**src/rtl/uart_ram_loader.sv**
```systemverilog
// UART program loader: 8N1 receiver feeding a header/length/payload FSM
// that writes into block RAM. Define LOADER_CHECKSUM_EN for a trailing sum byte.
module uart_ram_loader #(
  parameter int          CLKS_PER_BIT = 434,
  parameter int          TIMEOUT_CLKS = 5000000,
  parameter logic [7:0]  SYNC_BYTE    = 8'h55
) (
  input  logic       qzt_clk,
  input  logic       reset,
  input  logic       rx,
  output logic [7:0] ram_addr,
  output logic [7:0] ram_data,
  output logic       ram_write_en,
  output logic       cpu_hold,
  output logic       done,
  output logic       err,
  output logic [7:0] byte_count
);

  localparam int CW = $clog2(CLKS_PER_BIT);
  localparam int TW = $clog2(TIMEOUT_CLKS + 1);
  localparam logic [CW-1:0] BIT_LAST  = CW'(CLKS_PER_BIT - 1);
  localparam logic [CW-1:0] HALF_LAST = CW'(CLKS_PER_BIT / 2 - 1);
  localparam logic [TW-1:0] TMO_LAST  = TW'(TIMEOUT_CLKS - 1);

  typedef enum logic [1:0] {
    RX_IDLE, RX_START, RX_DATA, RX_STOP
  } rx_state_t;

  typedef enum logic [2:0] {
    IDLE, LEN, DATA, FINISH, ABORT
`ifdef LOADER_CHECKSUM_EN
    , CSUM
`endif
  } ld_state_t;

  logic          rx_meta, rx_s, rx_prev;
  rx_state_t     rx_state, rx_state_n;
  logic [CW-1:0] rx_cnt, rx_cnt_n;
  logic [2:0]    rx_bit, rx_bit_n;
  logic [7:0]    rx_shift, rx_shift_n;
  logic          byte_valid, frame_err;

  // Sync flops reset to idle-high so reset never looks like a start edge
  always_ff @(posedge qzt_clk or posedge reset) begin
    if (reset) begin
      rx_meta <= 1'b1;
      rx_s    <= 1'b1;
      rx_prev <= 1'b1;
    end else begin
      rx_meta <= rx;
      rx_s    <= rx_meta;
      rx_prev <= rx_s;
    end
  end

  always_ff @(posedge qzt_clk or posedge reset) begin
    if (reset) begin
      rx_state <= RX_IDLE;
      rx_cnt   <= '0;
      rx_bit   <= '0;
      rx_shift <= '0;
    end else begin
      rx_state <= rx_state_n;
      rx_cnt   <= rx_cnt_n;
      rx_bit   <= rx_bit_n;
      rx_shift <= rx_shift_n;
    end
  end

  always_comb begin
    rx_state_n = rx_state;
    rx_cnt_n   = rx_cnt + 1'b1;
    rx_bit_n   = rx_bit;
    rx_shift_n = rx_shift;
    byte_valid = 1'b0;
    frame_err  = 1'b0;
    unique case (rx_state)
      RX_IDLE: begin
        rx_cnt_n = '0;
        if (!rx_s && rx_prev) rx_state_n = RX_START;
      end
      RX_START: begin
        if (rx_cnt == HALF_LAST) begin
          rx_cnt_n   = '0;
          rx_bit_n   = '0;
          rx_state_n = rx_s ? RX_IDLE : RX_DATA;
        end
      end
      RX_DATA: begin
        if (rx_cnt == BIT_LAST) begin
          rx_cnt_n   = '0;
          rx_shift_n = {rx_s, rx_shift[7:1]};
          rx_bit_n   = rx_bit + 3'd1;
          if (rx_bit == 3'd7) rx_state_n = RX_STOP;
        end
      end
      RX_STOP: begin
        if (rx_cnt == BIT_LAST) begin
          rx_state_n = RX_IDLE;
          byte_valid = rx_s;
          frame_err  = !rx_s;
        end
      end
      default: rx_state_n = RX_IDLE;
    endcase
  end

  ld_state_t     state, state_n;
  logic [8:0]    remain;
  logic [TW-1:0] tmo_cnt;
  logic          tmo_hit, in_load;
  logic          hdr, len_ld, wr;
`ifdef LOADER_CHECKSUM_EN
  logic [7:0]    sum;
`endif

  assign tmo_hit = (tmo_cnt == TMO_LAST);
`ifdef LOADER_CHECKSUM_EN
  assign in_load = (state == LEN) || (state == DATA) || (state == CSUM);
`else
  assign in_load = (state == LEN) || (state == DATA);
`endif

  always_ff @(posedge qzt_clk or posedge reset) begin
    if (reset) state <= IDLE;
    else       state <= state_n;
  end

  // A byte always takes priority over a same-cycle timeout
  always_comb begin
    state_n = state;
    hdr     = 1'b0;
    len_ld  = 1'b0;
    wr      = 1'b0;
    unique case (state)
      IDLE: begin
        if (byte_valid && rx_byte_is_sync()) begin
          hdr     = 1'b1;
          state_n = LEN;
        end
      end
      LEN: begin
        if (byte_valid) begin
          len_ld  = 1'b1;
          state_n = DATA;
        end else if (frame_err || tmo_hit) begin
          state_n = ABORT;
        end
      end
      DATA: begin
        if (byte_valid) begin
          wr = 1'b1;
          if (remain == 9'd1) begin
`ifdef LOADER_CHECKSUM_EN
            state_n = CSUM;
`else
            state_n = FINISH;
`endif
          end
        end else if (frame_err || tmo_hit) begin
          state_n = ABORT;
        end
      end
`ifdef LOADER_CHECKSUM_EN
      CSUM: begin
        if (byte_valid) begin
          state_n = (rx_shift == sum) ? FINISH : ABORT;
        end else if (frame_err || tmo_hit) begin
          state_n = ABORT;
        end
      end
`endif
      FINISH:  state_n = IDLE;
      ABORT:   state_n = IDLE;
      default: state_n = IDLE;
    endcase
  end

  function automatic logic rx_byte_is_sync();
    return rx_shift == SYNC_BYTE;
  endfunction

  always_ff @(posedge qzt_clk or posedge reset) begin
    if (reset) begin
      ram_addr     <= '0;
      ram_data     <= '0;
      ram_write_en <= 1'b0;
      cpu_hold     <= 1'b0;
      done         <= 1'b0;
      err          <= 1'b0;
      byte_count   <= '0;
      remain       <= '0;
      tmo_cnt      <= '0;
`ifdef LOADER_CHECKSUM_EN
      sum          <= '0;
`endif
    end else begin
      ram_write_en <= wr;
      if (ram_write_en) ram_addr <= ram_addr + 8'd1;
      if (hdr) begin
        cpu_hold   <= 1'b1;
        done       <= 1'b0;
        err        <= 1'b0;
        byte_count <= '0;
        ram_addr   <= '0;
`ifdef LOADER_CHECKSUM_EN
        sum        <= '0;
`endif
      end
      if (len_ld) remain <= (rx_shift == 8'd0) ? 9'd256 : {1'b0, rx_shift};
      if (wr) begin
        ram_data <= rx_shift;
        remain   <= remain - 9'd1;
        if (byte_count != 8'hFF) byte_count <= byte_count + 8'd1;
`ifdef LOADER_CHECKSUM_EN
        sum      <= sum + rx_shift;
`endif
      end
      if (state == FINISH) begin
        done     <= 1'b1;
        cpu_hold <= 1'b0;
      end
      if (state == ABORT) begin
        err      <= 1'b1;
        cpu_hold <= 1'b0;
      end
      if (byte_valid || !in_load) tmo_cnt <= '0;
      else                        tmo_cnt <= tmo_cnt + 1'b1;
    end
  end

endmodule

```
**config.mk**
```make
export PLATFORM = sky130hd
export DESIGN_NAME = uart_ram_loader
export DESIGN_NICKNAME = d
export VERILOG_FILES = /design/src/rtl/uart_ram_loader.sv
export SDC_FILE = /design/constraint.sdc
export NUM_CORES = 1
export LEC_CHECK = 0
export ABC_AREA = 1
export CORE_MARGIN = 2
export CORE_UTILIZATION = 45
export DETAILED_ROUTE_END_ITERATION = 8
export GPL_TIMING_DRIVEN = 0
export MAX_ROUTING_LAYER = met4
export PLACE_DENSITY_LB_ADDON = 0.2
export SLEW_MARGIN = 20
export SYNTH_ARGS = -nofsm -noshare
export SYNTH_HDL_FRONTEND = slang
export SYNTH_SLANG_ARGS = --single-unit
```
**constraint.sdc**
```tcl
create_clock -name qzt_clk -period 3.4 [get_ports qzt_clk]
set_input_delay 0.85 -clock qzt_clk [delete_from_list [all_inputs] [get_ports qzt_clk]]
set_output_delay 0.85 -clock qzt_clk [all_outputs]
set_load 0.01 [all_outputs]
```
==> impl_metrics.json <==
{
  "status": "completed",
  "place_inst": 778,
  "reg2reg_from": "rx_cnt[1]$_DFF_PP0_",
  "cp.depth": 1,
  "maxSlewHeadroom_pct": 68.9,
  "ir_worst_vdd_uv": 298,
  "diodes": 0,
  "cp.required_ps": 2550,
  "cp_slowest_stage_delay_ps": 580,
  "fin_crit_sh_pct": 66.4,
  "p_per_area_nw_per_um2": 373,
  "synthesis.nets": 624,
  "grt.overflow.total": 0,
  "finalClockSkew_ps": 10.9,
  "grt_setup_unrepaired": "no",
  "setup_viol": 0,
  "p_int_mw": 1.42,
  "muxShareOfSynthArea_pct": 0,
  "synth_top_area_share_pct": 45.1,
  "start_util_pct": 46.1,
  "dr_total_vias": 3965,
  "instances_no_fill": 794,
  "grt_max_degree": 56,
  "coreArea_um2": 10200,
  "cts_buffer_depth": 2,
  "end_kind": "output port",
  "finalHoldViolCount": 0,
  "die_h_um": 106,
  "syn_avg_cell_area_um2": 7.72,
  "detail_route.wirelength_um": 9920,
  "postCtsSetupBuffers": 0,
  "ys_types": 38,
  "grt_pass1_vias": 3835,
  "min_to": "rx_s$_DFF_PP1_",
  "reg2reg_slack_ps": 1650,
  "design_power_total_mw": 2.02,
  "pwr-share-seq_pct": 55.3,
  "path_buf_inv": 1,
  "min_delay_path_depth": 0,
  "fin_crit_ps": 2260,
  "dr.pass1.iters": 4,
  "cts_resized": 0,
  "p_switching_mw": 0.595,
  "fmax_ghz": 0.443,
  "synthSimpleGateAreaFrac_pct": 33.0,
  "comb_power_share_pct": 10.0,
  "tritoncts": "built",
  "p_leak_nw": 2.63,
  "cts_root_buf": "clkbuf_8",
  "place_ws_ps": 1440,
  "drt-initial-drc-count": 210,
  "timing.rr.end": "remain[8]$_DFFE_PP0P_",
  "die_w_um": 106,
  "grtUsageTotal_pct": 20.0,
  "slew_viol_final": 0,
  "power.share.clock_pct": 34.7,
  "wl_per_cell_um": 12.5,
  "synthAdderAreaFrac_pct": 2.65,
  "drc": 0,
  "register_area_um2": 2210,
  "yosysSeqAreaShare_pct": 46.8,
  "final_nets": 666,
  "syn2layout_area_growth_pct": 14.6,
  "yosysTopAreaCell": "dfrtp_1",
  "io_pins": 31,
  "fin_util_pct": 52.8,
  "grt_pass1_wl_um": 17600,
  "synth-compound-area-share_pct": 7.66,
  "crit_family": "buffers and inverters",
  "cts.sinks": 88,
  "clk_latency_ps": 370,
  "ys_ff_latch": 88,
  "dpl.hpwl_um": 7330,
  "worstPathArrival_ps": 1410,
  "tightest_slew_ps": 466,
  "hold_slack_ps": 365,
  "numCtsBuffers": 9,
  "nFillCells": 992,
  "slowest_stage": "clkdlybuf4s50_1",
  "swShare_pct": 29.5,
  "design_area_um2": 5410,
  "path_class": "reg2out",
  "htreeDepth": 3,
  "maxCapViolCount": 0,
  "hp-class": "reg2reg",
  "path_max_fanout": 6,
  "num_rows": 37,
  "mostFrequentLayoutCells": "nand2_1 (163), dfrtp_1 (85), nor2_1 (83)",
  "layout_commonest_cell": "nand2_1",
  "drive_gt1_share_pct": 7.75,
  "avgViaCountPerCell": 4.99,
  "r2r_cells": 10,
  "ctsHoldBuffers": 0,
  "clkSlewWorstSetupHoldPaths_ps": 100,
  "place.gp.congestion": 0.904,
  "placed_area_um2": 5220,
  "hp-start": "rx_meta$_DFF_PP1_",
  "synth_top_family_by_area": "simple AND/OR/NAND/NOR gates",
  "fp.dieArea_um2": 11300,
  "io_buffers": 30,
  "antenna_found_initial": 0,
  "synth_area_leaders": "dfrtp_1 (45%), nand2_1 (13%), nor2_1 (6.6%)",
  "synth-xor-area-share_pct": 2.04,
  "cp-start-kind": "register",
  "drtAntennaViolNets": 0,
  "multiInputGateArea_um2": 2140,
  "mappedNetlistArea_um2": 4720,
  "yosys_warnings": 0,
  "setup_tns_ps": 0,
  "fin_ws_ps": 1140,
  "crit_chain": "clkdlybuf4s50_1",
  "syn_inst": 611
}
[synth_stat cells]
cell type,n
xnor2_1,1
nand3b_1,2
xor2_1,10
inv_2,3
nand3_1,50
o22ai_2,1
o21ai_1,19
a31oi_1,1
dfstp_2,3
buf_6,3
nor2_4,4
inv_1,80
buf_4,1
nand2_2,3
ha_1,10
nand3_2,1
nor2_2,2
nand2_4,3
o211ai_1,1
nand2_1,163
nor3b_1,2
a21oi_1,13
a21oi_2,1
nor3_1,13
o31ai_1,1
nand3_4,2
and3_1,2
a211oi_1,3
nor2_8,2
nor2_1,83
buf_2,3
dfrtp_1,85
and2_1,1
o21ai_0,24
nand4_1,12
a31o_2,1
o21bai_1,1
clkinv_1,1
[sequential cells by signal (all words and copies together) (netlist names), 8 cells and up, named ones only]
signal and flops:
byte_count 8, ram_addr 8, rx_cnt 9, remain 9, tmo_cnt 23, rx_shift 8
ram_data 8
[power by group through the flow]
| stage | clock network (mW) | logic, mW | registers, mW |
|---|---|---|---|
| after floorplan | 0 | 0.155 | 1.13 |
| after global placement | 0 | 0.195 | 1.13 |
| after detailed placement | 0 | 0.203 | 1.14 |
| after CTS | 0.728 | 0.205 | 1.12 |
| after global routing | 0.768 | 0.247 | 1.12 |
| final | 0.701 | 0.201 | 1.12 |
[final cells by class]
class | instances | share of cell area, %
sequential | 88 | 40.8
multi-input combinational | 432 | 39.6
timing repair buffer | 31 | 6.06
inverter | 84 | 5.88
tap | 136 | 3.15
clock buffer | 9 | 2.29
clock inverter | 7 | 1.16
buffer | 7 | 1.04
[routing by layer]
layer,GRT usage [%],up-vias,share of wire [%]
met2,32.2,69,48
met4,5.73,0,1.2
li1,-,2024,-
met3,4.72,10,4.0
met5,-,-,0
met1,25.4,1862,47
[cells by family after synthesis]
family	Yosys count
compound gates	66
xor+xnor	11
fa+ha+maj	10
simple gates	345
flops	88
buf+inv	91
[worst max path at each step]
stage	slack (ps)	from	to
floorplan	280	reset	asynchronous set/reset pin
global placement	-1160	reset	ram_data[3]$_DFFE_PP0P_
detailed placement	1440	reset	rx_meta$_DFF_PP1_
CTS	1120	byte_count[6]$_DFF_PP0_	byte_count[6]
global route	1070	byte_count[6]$_DFF_PP0_	byte_count[6]
finish	1140	byte_count[6]$_DFF_PP0_	byte_count[6]
No activity file was read; power rests on OpenSTA's default activity.
